==> config.mk <==
export PLATFORM = sky130hd
export DESIGN_NAME = bram_dma_engine
export DESIGN_NICKNAME = d
export VERILOG_FILES = /design/src/rtl/bram_dma_engine.sv
export SDC_FILE = /design/constraint.sdc
export NUM_CORES = 1
export LEC_CHECK = 0
export BUFFER_PORTS_ARGS = -buffer_cell sky130_fd_sc_hd__buf_4
export CORE_ASPECT_RATIO = 0.6
export CORE_MARGIN = 3
export CORE_UTILIZATION = 56
export DETAILED_ROUTE_END_ITERATION = 10
export PLACE_DENSITY_LB_ADDON = 0.2
export RECOVER_POWER = 25
export SLEW_MARGIN = 20
export SYNTH_ARGS = -nofsm -noshare
export SYNTH_HDL_FRONTEND = slang
export SYNTH_SLANG_ARGS = --single-unit
==> constraint.sdc <==
create_clock -name clk -period 3.1 [get_ports clk]
set_clock_uncertainty 0.1 [all_clocks]
set_input_delay 0.62 -clock clk [delete_from_list [all_inputs] [get_ports clk]]
set_output_delay 0.62 -clock clk [all_outputs]
set_load 0.01 [all_outputs]
==> src/rtl/bram_dma_engine.sv <==
// -----------------------------------------------------------------------------
// bram_dma_engine
// Single-channel block copy / fill engine that drives one port of the 64 KB
// lower-RAM block RAM. The controller programs src/dst/len/mode/fill_val and
// pulses start; the engine walks the RAM port and reports completion with a
// one-cycle done pulse.
//
// Ports
//   clk        in   clock, rising edge
//   rst        in   synchronous active-high reset
//   start      in   begin an operation (accepted only in IDLE)
//   mode       in   0 = copy src->dst, 1 = fill dst with fill_val
//   src        in   copy source start address
//   dst        in   destination start address
//   len        in   byte count, 0 = no-op
//   fill_val   in   fill byte
//   busy       out  high while reading/writing
//   done       out  one-cycle completion pulse
//   ram_addr   out  RAM port address
//   ram_we     out  RAM port write enable
//   ram_di     out  RAM port write data
//   ram_do     in   RAM port read data (one-cycle registered latency)
//   state_dbg  out  current FSM state (IDLE=0, RD=1, WR=2, DONE=3)
//
// Handshake: start is a request that is accepted only on a cycle where the
// engine is in IDLE (busy=0 and done=0); requests at any other time are
// dropped, not queued. Every accepted request produces exactly one done pulse
// unless rst intervenes, in which case no done pulse is produced.
// -----------------------------------------------------------------------------
module bram_dma_engine #(
   parameter int ADDR_W = 16,
   parameter int DATA_W = 8
) (
   input  logic              clk,
   input  logic              rst,
   input  logic              start,
   input  logic              mode,
   input  logic [ADDR_W-1:0] src,
   input  logic [ADDR_W-1:0] dst,
   input  logic [ADDR_W-1:0] len,
   input  logic [DATA_W-1:0] fill_val,
   output logic              busy,
   output logic              done,
   output logic [ADDR_W-1:0] ram_addr,
   output logic              ram_we,
   output logic [DATA_W-1:0] ram_di,
   input  logic [DATA_W-1:0] ram_do,
   output logic [1:0]        state_dbg
);

   typedef enum logic [1:0] {
      IDLE = 2'd0,
      RD   = 2'd1,
      WR   = 2'd2,
      DONE = 2'd3
   } state_t;

   state_t            state;
   logic [ADDR_W-1:0] src_r;
   logic [ADDR_W-1:0] dst_r;
   logic [ADDR_W-1:0] cnt;
   logic              mode_r;
   logic [DATA_W-1:0] fill_r;

   always_ff @(posedge clk) begin
      if (rst) begin
         state  <= IDLE;
         src_r  <= '0;
         dst_r  <= '0;
         cnt    <= '0;
         mode_r <= 1'b0;
         fill_r <= '0;
      end else begin
         case (state)
            IDLE: begin
               if (start) begin
                  src_r  <= src;
                  dst_r  <= dst;
                  cnt    <= len;
                  mode_r <= mode;
                  fill_r <= fill_val;
                  if (len == '0)
                     state <= DONE;
                  else if (mode)
                     state <= WR;
                  else
                     state <= RD;
               end
            end
            RD: begin
               src_r <= src_r + 1'b1;
               state <= WR;
            end
            WR: begin
               dst_r <= dst_r + 1'b1;
               cnt   <= cnt - 1'b1;
               // cnt is sampled before the decrement: 1 means this is the last byte
               if (cnt == {{(ADDR_W-1){1'b0}}, 1'b1})
                  state <= DONE;
               else if (mode_r)
                  state <= WR;
               else
                  state <= RD;
            end
            DONE: begin
               state <= IDLE;
            end
            default: begin
               state <= IDLE;
            end
         endcase
      end
   end

   // RAM-side outputs decode from state registers only; start/src/dst/len
   // never reach them combinationally. rst gates the write enable so that a
   // reset cycle can never commit a write.
   always_comb begin
      busy      = (state == RD) || (state == WR);
      done      = (state == DONE);
      ram_addr  = (state == RD) ? src_r : dst_r;
      ram_we    = (state == WR) && !rst;
      // copy forwards the byte fetched in the preceding RD cycle
      ram_di    = ((state == WR) && !mode_r) ? ram_do : fill_r;
      state_dbg = state;
   end

endmodule
# After elaboration in Yosys (flattened, before gate mapping)
# Index checks and enable logic that the tools add are counted.
# word_totals
regBits	59
latchBits	0
mem_bits_rw	0
rom_bits	0
input_bits	68
word_cells	40
n_memories	0
# op_classes
add_sub_neg	3
multipliers	0
div_mod_pow	0
order_cmp	0
n_eq_ne	5
shifts	0
muxes	14
bitwise	0
n_reduce_logical	12
# op_table
op	n
one-hot mux 16 bit (2 select lines)	3
2-to-1 mux 16 bit	4
adder 16 x 1 -> 16 bit, second input constant	2
equality test 16 x 1 -> 1 bit, second input constant	1
zero test 16 bit	1
subtractor 16 x 1 -> 16 bit, second input constant	1
2-to-1 mux 2 bit	5
2-to-1 mux 8 bit	1
one-hot mux 2 bit (4 select lines)	1
AND reduction 2 bit	3
equality test 2 bit, second input constant	2
nonzero test 2 bit	2
equality test 2 x 1 -> 1 bit, second input constant	1
logical AND 1 bit	2
zero test 1 bit	2
zero test 2 bit	1
inequality test 2 bit, second input constant	1
logical OR 1 bit	1

# Longest topological paths before layout
# Gate-level depths: netlist of run 1.
# depth
ltp_word	4
ltp_mapped	9
depth_no_buf	6

# Least setup slack after synthesis of run 1
# No wires, ideal clock.
# synth_timing
path_kind	flip-flop to output port
from	register state[0], in the netlist state_dbg[0]
to	output port ram_addr[10]
arrival_ns	1.678
required_ns	2.380
setup_slack_ns	0.702
path_stages_with_launch	6
path_buffers	3
cell_sequence	dfxtp_1 ha_1 clkbuf_1 clkbuf_1 buf_2 mux2_2
# synth_between
elab_chain_len	2
# synth_rtl
item	line	source
start, declared	58	state_t state;
start signal, assigned	67	state <= IDLE;
start signal, assigned	83	state <= DONE;
start signal, assigned	85	state <= WR;
equality test 2 x 1 -> 1 bit	121	ram_addr = (state == RD) ? src_r : dst_r;
2-to-1 mux 16 bit	121	
end, declared	44	output logic [ADDR_W-1:0] ram_addr,
# Every way passes these cells.

# Worst setup path in the final report of run 1
# layout_timing
from	register state[1], in the netlist state_dbg[1]
to	output port ram_addr[4]
# Same word-level chain as after synthesis.

==> results of run 1 <==
## worst max-delay path: cells and delay by family (launching register included)
kind                       cells  cell delay [ps]
adders and majority gates      1              800
and+or+nand+nor                1               80
buffers and inverters          3              530
AOI/OAI and AO/OA              1               90
DFF                            1              340
## stage by stage
| step | hold slack [ps] | utilization (%) |
|---|---|---|
| floorplan | 334 | - |
| detailed placement | 349 | 72.4 |
| finish | 356 | 76.1 |
| CTS | 355 | 76.4 |
| global route | 385 | 76.1 |
| global placement | 341 | 72.4 |
## layout make-up
| class | count | area (um^2) | area share [%] |
|---|---|---|---|
| sequential | 59 | 1180 | 24.1 |
| tap | 84 | 105 | 2.14 |
| inverter | 17 | 63.8 | 1.30 |
| multi-input combinational | 389 | 2520 | 51.3 |
| timing repair buffer | 106 | 781 | 15.9 |
| clock buffer | 12 | 256 | 5.23 |
## sequential cells by signal (all words and copies together) (netlist names)
register	cells
state_dbg	2
src_r	16
dst_r	16
mode_r	1
fill_r	8
cnt	16
## kinds of logic after synthesis
logic type,share of synthesized area (%)
compound gates,25.6
mux,10.2
simple gates,25.7
flops,30.2
buf+inv,5.62
fa+ha+maj,2.56
xor+xnor,0.224
## placed cells by master (no fill, tap or decap), drive strengths merged, types with 3 or more instances in the layout
| cell type | count |
|---|---|
| a221oi | 3 |
| a211oi | 9 |
| a32o | 4 |
| a22oi | 10 |
| ha | 8 |
| dfxtp | 59 |
| o21ai | 34 |
| nand3 | 15 |
| or3 | 4 |
| a31oi | 3 |
| a21o | 10 |
| nand2 | 47 |
| mux2i | 13 |
| nand4 | 11 |
| o32ai | 7 |
| buf | 102 |
| nor3b | 3 |
| and3 | 10 |
| nor2 | 24 |
| and4 | 3 |
| or4 | 4 |
| mux2 | 24 |
| inv | 17 |
| nor4 | 26 |
| nor3 | 22 |
| clkbuf | 16 |
| a21oi | 41 |
| o211ai | 4 |
| nor2b | 9 |
| nand2b | 5 |
| o22ai | 9 |
## final timing paths
check	start	end	slack (ps)	depth (start not counted)
setup / recovery	state_dbg[1]$_SDFFE_PP0P_	ram_addr[4]	190	6
hold / removal	fill_r[7]$_SDFFE_PP0P_	fill_r[7]$_SDFFE_PP0P_	360	2
setup reg to reg	state_dbg[0]$_SDFFE_PP0P_	dst_r[12]$_SDFFE_PP0P_	360	6
hold reg to reg	fill_r[7]$_SDFFE_PP0P_	fill_r[7]$_SDFFE_PP0P_	360	2
## metal layers
metal | global-route usage, % | up-vias
met3 | 9.15 | 32
met1 | 44.2 | 2104
met2 | 45.6 | 300
met5 | 0 | -
met4 | 9.09 | 0
li1 | - | 2068
## power by group through the flow
stage          Clock, W  Combinational [W]  Sequential (W)
2_1_floorplan         0            0.00110         0.00107
3_3_place_gp          0            0.00149         0.00114
3_5_place_dp          0            0.00153         0.00115
4_1_cts        0.000888            0.00154         0.00113
5_1_grt        0.000928            0.00169         0.00117
6_report       0.000879            0.00155         0.00115
==> flow_summary_export.csv, run 1 <==
group,metric,value,unit
worst_setup_path,cp.arrival,2190,ps
timing,final.min_clock_period,2910,ps
timing,fin_ws,185,ps
floorplanning,rows,22,
place,post-place-cells,655,
clock_network,cts_sinks,59,
logic_synthesis,synth_enable_flop_cells,0,
clock_network,hold_buffers,0,
global_routing,track_usage,31.1,%
logic_synthesis,synthTopCellsByArea,"dfxtp_1 30%, mux2_2 6.9%, a21oi_1 5.2%",
logic_synthesis,post-synth-top-area-fraction,30.2,%
layout,stdcell_area,4900,um^2
global_routing,grt_pass1_vias,3982,
timing,post-route-period-util,94.0,%
layout,num_antenna_cells,0,
clock_network,ctsResizeCount,0,
power_and_ir_drop,clkPwrFrac,24.6,%
drt,drt-vias-per-instance,6.75,
floorplanning,start_util,60.8,%
logic_synthesis,synthesis.nets,580,
job,cap_violations,0,
place,hpwl,8900,um
timing,rsz0062_at_grt,"false",
power_and_ir_drop,power.internal,0.00216,W
logic_synthesis,ys_types,56,
logic_synthesis,yosys_warnings,0,
floorplanning,die_w,114,um
drt,drt_iter0_drc,615,
clock_network,tritoncts,"built",
global_routing,grt_overflow_total,0,
drt,drtAntennaViolNets,0,
place,place_area,4670,um^2
worst_setup_path,crit_path_max_incr_delay,800,ps
worst_setup_path,setup.worst_path.class,"register to output port",
floorplanning,design.core.area,6440,um^2
power_and_ir_drop,p_per_area,730,nW/um^2
worst_setup_path,crit_path_frequent_cell,"buf_4",
power_and_ir_drop,p_leak,1.94,nW
timing,worst_slew_pin_slew,980,ps
place,dpl_worst_slack,570,ps
drt,wl_met3,1630,um
power_and_ir_drop,switching_share,39.5,%
timing,slew_headroom,34.6,%
worst_setup_path,critPathSlowestCell,"ha_1",
layout,drive_gt1_share,24.7,%
layout,fin_nets,658,
timing,max_freq,343,MHz
clock_network,clkTransAtPathRegs,50,ps
power_and_ir_drop,p_total,0.00358,W
run_status,status,"complete, no violations",
timing,drv_slew,0,
clock_network,post_cts_buffers,0,
logic_synthesis,syn_area,3920,um^2
timing,setup_viol,0,
logic_synthesis,yosysSeqAreaShare,30.2,%
timing,tns,0,ps
layout,area_delta_synth_final,25.2,%
global_routing,antenna_found_initial,0,
drt,wl_met2,5350,um
logic_synthesis,synthesis.instances,504,
logic_synthesis,synthTopCellsByCount,"59 x dfxtp_1, 47 x nand2_1, 41 x a21oi_1",
clock_network,htreeDepth,3,
clock_network,numCtsBuffers,9,
clock_network,root_buffer,"clkbuf_16",
worst_setup_path,end_kind,"output port",
clock_network,clk_latency,330,ps
power_and_ir_drop,pwr-share-comb,43.4,%
logic_synthesis,async_flop_share,0,%
drt,m1WireLength,5370,um
drt,drc,0,
worst_setup_path,startpoint_type,"register",
place,io_buffers,96,
timing,hold_viol,0,
drt,dr.pass1.iters,7,
worst_hold_path,hp-class,"register to register",
floorplanning,top_level_ports,97,
clock_network,clock_path_buffers,2,
floorplanning,dieArea,8070,um^2
drt,wl,12600,um
logic_synthesis,yosysTopAreaCell,"dfxtp_1",
logic_synthesis,synth_ff_type,"dfxtp_1",
logic_synthesis,yosys_register_bits,59,
power_and_ir_drop,p_seq_share,32.0,%
power_and_ir_drop,p_switching,0.00141,W
logic_synthesis,synth.avg_cell_area,7.77,um^2
layout,fillers,495,
global_routing,grt_first_pass_wirelength,20200,um
power_and_ir_drop,max-vdd-ir-drop,0.474,mV
worst_setup_path,required,2380,ps
floorplanning,die_h,70.8,um
drt,wire_per_inst,18.9,um
layout,stdcell_count,667,
global_routing,grt_max_degree,51,
place,place.gp.congestion,0.940,
worst_setup_path,critPathMaxFanout,26,
worst_setup_path,crit_chain,"inv_1, ha_1, buf_4, nand2_1, o21ai_0, buf_4",
drt,route.vias.total,4504,
drt,topRoutingLayerUsed,"met4",
logic_synthesis,synth.most_common_cell,"dfxtp_1",
(Power assumes the default switching activity.)
==> run 2, diff against run 1 <==
Settings changed: CORE_UTILIZATION 56 to 54.
Clock period 3.1 ns to 3.2 ns, I/O delays scaled along.
==> run 2 against run 1 <==
- sequential power is 3% lower
- die area is 3.5% higher
- wire length is 0.17% lower
- largest cell class unchanged
- total power is 0.16% lower
- highest routed layer unchanged
- critical path depth is 2 lower
- register-to-register slack better by 70 ps
- combinational power is 3% lower
- first-iteration DRC count is 17% lower
- largest power group unchanged
- non-clock buffer count is 2 lower
- sequential share of layout area is 0.15 points lower
- worst setup slack better by 58 ps
- via count is 2.6% lower
==> flow_summary_export.csv, run 2 (same netlist as run 1, synthesis figures left out) <==
group,metric,value,unit
run_status,status,"complete, no violations",
worst_hold_path,min_to,"fill_r[4]$_SDFFE_PP0P_",
layout,multi_input_area,2520,um^2
layout,final_common_cell,"buf_4",
clock_network,post_cts_buffers,0,
power_and_ir_drop,pwr-share-comb,42.2,%
power_and_ir_drop,max-vdd-ir-drop,0.427,mV
timing,drv_slew,0,
clock_network,root_buffer,"clkbuf_16",
place,dpl_worst_slack,499,ps
layout,area_delta_synth_final,26.0,%
worst_setup_path,rrSetupSlack,430,ps
layout,final_util,72.0,%
worst_setup_path,setup.worst_path.class,"register to output port",
floorplanning,dieArea,8350,um^2
worst_hold_path,min_path_cells,2,
global_routing,grt_pass1_vias,3969,
drt,topRoutingLayerUsed,"met4",
worst_hold_path,hp-class,"register to register",
floorplanning,top_level_ports,97,
drt,m1WireLength,5750,um
power_and_ir_drop,p_switching,0.00141,W
layout,drive_gt1_share,25.1,%
worst_setup_path,r2r_cells,7,
place,post-place-cells,656,
timing,worst_slew_pin_slew,1050,ps
worst_setup_path,startpoint_type,"register",
timing,slew_headroom,29.7,%
timing,tns,0,ps
layout,stdcell_area,4930,um^2
clock_network,ctsResizeCount,0,
timing,final.min_clock_period,2960,ps
layout,num_antenna_cells,0,
power_and_ir_drop,p_seq_share,31.0,%
timing,post-route-period-util,92.4,%
timing,setup_viol,0,
drt,drt-vias-per-instance,6.53,
floorplanning,die_h,72.0,um
power_and_ir_drop,switching_share,39.4,%
layout,reg.largest.list,"cnt: 16 flops, dst_r: 16 flops, src_r: 16 flops",
clock_network,hold_buffers,0,
floorplanning,design.core.area,6850,um^2
clock_network,numCtsBuffers,9,
power_and_ir_drop,power.internal,0.00216,W
power_and_ir_drop,p_per_area,724,nW/um^2
drt,wire_per_inst,18.7,um
power_and_ir_drop,p_leak,1.95,nW
timing,max_freq,338,MHz
place,place.gp.congestion,0.958,
layout,most-common-layout-cells,"100 x buf_4, 59 x dfxtp_1, 47 x nand2_1, 41 x a21oi_1, 34 x o21ai_0",
floorplanning,start_util,57.2,%
global_routing,track_usage,30.1,%
worst_setup_path,r2r_end,"src_r[13]$_SDFFE_PP0P_",
drt,wl,12600,um
drt,dr.pass1.iters,5,
worst_setup_path,r2r_start,"state_dbg[1]$_SDFFE_PP0P_",
clock_network,clkTransAtPathRegs,50,ps
drt,drtAntennaViolNets,0,
worst_setup_path,end_kind,"output port",
job,cap_violations,0,
timing,fin_ws,243,ps
drt,wl_met2,5470,um
layout,regArea,1180,um^2
global_routing,grt_max_degree,39,
place,place_area,4650,um^2
layout,stdcell_count,672,
place,io_buffers,96,
global_routing,grt_overflow_total,0,
timing,hold_viol,0,
worst_hold_path,min-delay-start,"fill_r[4]$_SDFFE_PP0P_",
floorplanning,die_w,116,um
clock_network,htreeDepth,3,
layout,fin_nets,656,
clock_network,cts_sinks,59,
global_routing,grt_first_pass_wirelength,19800,um
worst_setup_path,cp.arrival,2220,ps
clock_network,tritoncts,"built",
floorplanning,rows,23,
layout,fillers,571,
drt,drc,0,
drt,drt_iter0_drc,508,
place,hpwl,8850,um
clock_network,clk_latency,340,ps
power_and_ir_drop,clkPwrFrac,26.8,%
clock_network,clock_path_buffers,2,
global_routing,antenna_found_initial,0,
worst_setup_path,required,2460,ps
worst_setup_path,critPathMaxFanout,25,
drt,wl_met3,1230,um
drt,route.vias.total,4387,
timing,rsz0062_at_grt,"false",
## run 2: how the worst max path moves through the flow
stage               cells past startpoint                     end                      start  slack (ps)
finish                                  4             ram_addr[1]  state_dbg[1]$_SDFFE_PP0P_         240
global route                            3             ram_addr[8]  state_dbg[0]$_SDFFE_PP0P_         170
CTS                                     4             ram_addr[9]  state_dbg[1]$_SDFFE_PP0P_         270
detailed placement                      7  src_r[13]$_SDFFE_PP0P_  state_dbg[1]$_SDFFE_PP0P_         500
global placement                        7  src_r[13]$_SDFFE_PP0P_  state_dbg[1]$_SDFFE_PP0P_         610
floorplan                               5            ram_addr[10]  state_dbg[0]$_SDFFE_PP0P_         780
## run 2: through the flow
stage / hold slack, ps / total power, W
after floorplan: 334 / 0.00210
after global placement: 342 / 0.00254
after detailed placement: 349 / 0.00259
after CTS: 355 / 0.00356
after global routing: 374 / 0.00377
final: 353 / 0.00357
## run 2: routing by layer
metal	vias to the layer above	global-route usage [%]
li1	2060	-
met1	2110	42.8
met2	202	44.4
met3	15	9.17
met4	0	8.62
met5	-	0
## run 2: final cells by class
cell class | instances | share of cell area (%)
clock inverters | 5 | 1.06
well taps | 87 | 2.21
multi-input cells | 389 | 51.1
inverters | 17 | 1.29
repair buffers | 104 | 15.5
clock buffers | 11 | 4.92
flip-flops and latches | 59 | 23.9
## run 2: critical path: stages (launching register included)
cell	delay, ps
dfxtp_1	360
inv_1	100
ha_1	850
mux2_2	420
buf_4	140
## run 2: power by group through the flow
stage / Sequential (W) / Combinational [W] / Clock [W]
after floorplan: 0.00104 / 0.00107 / 0
after global placement: 0.00110 / 0.00144 / 0
after detailed placement: 0.00111 / 0.00148 / 0
after CTS: 0.00110 / 0.00149 / 0.000963
after global routing: 0.00113 / 0.00164 / 0.000997
final: 0.00111 / 0.00151 / 0.000959
==> run 3, diff against run 2 <==
Settings changed: PLACE_DENSITY_LB_ADDON 0.2 to 0.12.
==> run 3 against run 2 <==
- global-route usage decreased by 1.1 points
- combinational power hardly changed
- worst setup slack gained 100 ps
- first-iteration DRC count grew 24%
- design area increased by 0.28%
- count of clock-buffer cells in the layout is 3 higher
- hold slack worse by 1.9 ps
- via count rose by 1.3%
- sequential power is essentially flat
- flip-flop and latch count unchanged
- non-clock buffer count unchanged
- critical endpoint is now ram_di[7]
- highest routed layer unchanged
==> flow_summary_export.csv, run 3 (same netlist as run 1, synthesis figures left out) <==
group,metric,value,unit
power_and_ir_drop,p_leak,1.95,nW
place,dpl_worst_slack,532,ps
layout,fin_nets,656,
drt,wl,12600,um
timing,final.min_clock_period,2850,ps
worst_setup_path,required,2460,ps
floorplanning,design.core.area,6850,um^2
clock_network,clock_path_buffers,2,
drt,drc,0,
job,cap_violations,0,
layout,reg.largest.list,"cnt: 16 flops, dst_r: 16 flops, src_r: 16 flops",
worst_setup_path,r2r_start,"state_dbg[0]$_SDFFE_PP0P_",
global_routing,grt_max_degree,53,
floorplanning,rows,23,
timing,post-route-period-util,89.1,%
global_routing,grt_first_pass_wirelength,19300,um
layout,final_common_cell,"buf_4",
global_routing,grt_overflow_total,0,
floorplanning,top_level_ports,97,
worst_setup_path,rrSetupSlack,490,ps
global_routing,track_usage,29.0,%
clock_network,post_cts_buffers,0,
worst_setup_path,crit_path_max_incr_delay,510,ps
clock_network,ctsResizeCount,0,
layout,most-common-layout-cells,"98 x buf_4, 59 x dfxtp_1, 47 x nand2_1, 41 x a21oi_1, 34 x o21ai_0",
clock_network,numCtsBuffers,9,
worst_setup_path,end_kind,"output port",
layout,stdcell_area,4950,um^2
worst_setup_path,critPathSlowestCell,"nor2_1",
layout,drive_gt1_share,24.8,%
drt,route.vias.total,4444,
clock_network,cts_sinks,59,
drt,drt_iter0_drc,628,
timing,setup_viol,0,
place,place.gp.congestion,0.942,
clock_network,root_buffer,"clkbuf_16",
place,hpwl,8760,um
drt,dr.pass1.iters,7,
worst_hold_path,hp-class,"register to register",
worst_setup_path,startpoint_type,"register",
floorplanning,start_util,57.2,%
layout,area_delta_synth_final,26.3,%
worst_setup_path,cp-startpoint,"state_dbg[0]$_SDFFE_PP0P_",
floorplanning,dieArea,8350,um^2
worst_setup_path,setup.worst_path.class,"register to output port",
worst_setup_path,cp.arrival,2110,ps
timing,drv_slew,0,
drt,drtAntennaViolNets,0,
power_and_ir_drop,max-vdd-ir-drop,0.421,mV
global_routing,antenna_found_initial,0,
worst_setup_path,crit_family,"simple AND/OR/NAND/NOR gates",
timing,tns,0,ps
worst_setup_path,critPathMaxFanout,8,
clock_network,htreeDepth,3,
clock_network,clk_latency,330,ps
timing,max_freq,351,MHz
timing,hold_viol,0,
floorplanning,die_h,72.0,um
timing,whs,351,ps
drt,drt-vias-per-instance,6.62,
timing,slew_headroom,34.7,%
worst_setup_path,r2r_end,"cnt[10]$_SDFFE_PP0P_",
timing,rsz0062_at_grt,"false",
clock_network,clkTransAtPathRegs,50,ps
floorplanning,die_w,116,um
worst_setup_path,worstSetupEndpoint,"ram_di[7]",
place,place_area,4650,um^2
timing,worst_slew_pin_slew,980,ps
global_routing,grt_pass1_vias,3835,
power_and_ir_drop,p_per_area,733,nW/um^2
place,post-place-cells,656,
worst_setup_path,r2r_cells,5,
worst_setup_path,crit_cells,6,
timing,fin_ws,348,ps
place,io_buffers,96,
worst_setup_path,critPathBufInv,3,
layout,num_antenna_cells,0,
clock_network,tritoncts,"built",
worst_setup_path,crit_chain,"inv_1, ha_1, inv_2, nor2_1, mux2_2, buf_4",
drt,wire_per_inst,18.8,um
layout,stdcell_count,671,
run_status,status,"complete, no violations",
layout,fillers,567,
clock_network,hold_buffers,0,
## run 3: worst min-delay path by stage
| stage | from | to | slack [ps] | cells past startpoint |
|---|---|---|---|---|
| detailed placement | fill_r[4]$_SDFFE_PP0P_ | fill_r[4]$_SDFFE_PP0P_ | 350 | 2 |
| CTS | fill_r[4]$_SDFFE_PP0P_ | fill_r[4]$_SDFFE_PP0P_ | 350 | 2 |
| floorplan | fill_r[0]$_SDFFE_PP0P_ | fill_r[0]$_SDFFE_PP0P_ | 330 | 2 |
| global route | fill_r[4]$_SDFFE_PP0P_ | fill_r[4]$_SDFFE_PP0P_ | 370 | 2 |
| global placement | fill_r[4]$_SDFFE_PP0P_ | fill_r[4]$_SDFFE_PP0P_ | 340 | 2 |
| finish | fill_r[4]$_SDFFE_PP0P_ | fill_r[4]$_SDFFE_PP0P_ | 350 | 2 |
## run 3: worst min-delay path, delay by kind of cell, from the launching register on
family	cells	cell delay, ps
flops	1	300
simple gates	1	50
compound gates	1	50
## run 3: metrics by stage
| stage | util [%] | power (W) |
|---|---|---|
| detailed placement | 68.0 | 0.00259 |
| CTS | 72.5 | 0.00361 |
| global placement | 68.0 | 0.00254 |
| finish | 72.3 | 0.00363 |
| global route | 72.3 | 0.00381 |
| floorplan | - | 0.00210 |
## run 3: layout make-up
cell class / count / area (um^2) / area share, %
clock buffer: 14 / 284 / 5.74
clock inverter: 1 / 30.0 / 0.607
inverter: 17 / 63.8 / 1.29
multi-input combinational: 389 / 2520 / 51.0
sequential: 59 / 1180 / 23.9
tap: 87 / 109 / 2.20
timing repair buffer: 104 / 758 / 15.3
## run 3: report_power, final
group	switching (W)	internal, W
sequential	0.000216	0.000892
clock	0.000328	0.000683
combinational	0.000861	0.000650
## run 3: per-layer routing
layer / part of all wire (%) / track usage, % / vias up
met5: 0 / 0 / -
met4: 0.97 / 7.59 / 0
met3: 11 / 7.83 / 24
met2: 44 / 42.2 / 266
met1: 44 / 42.7 / 2101
li1: - / - / 2053
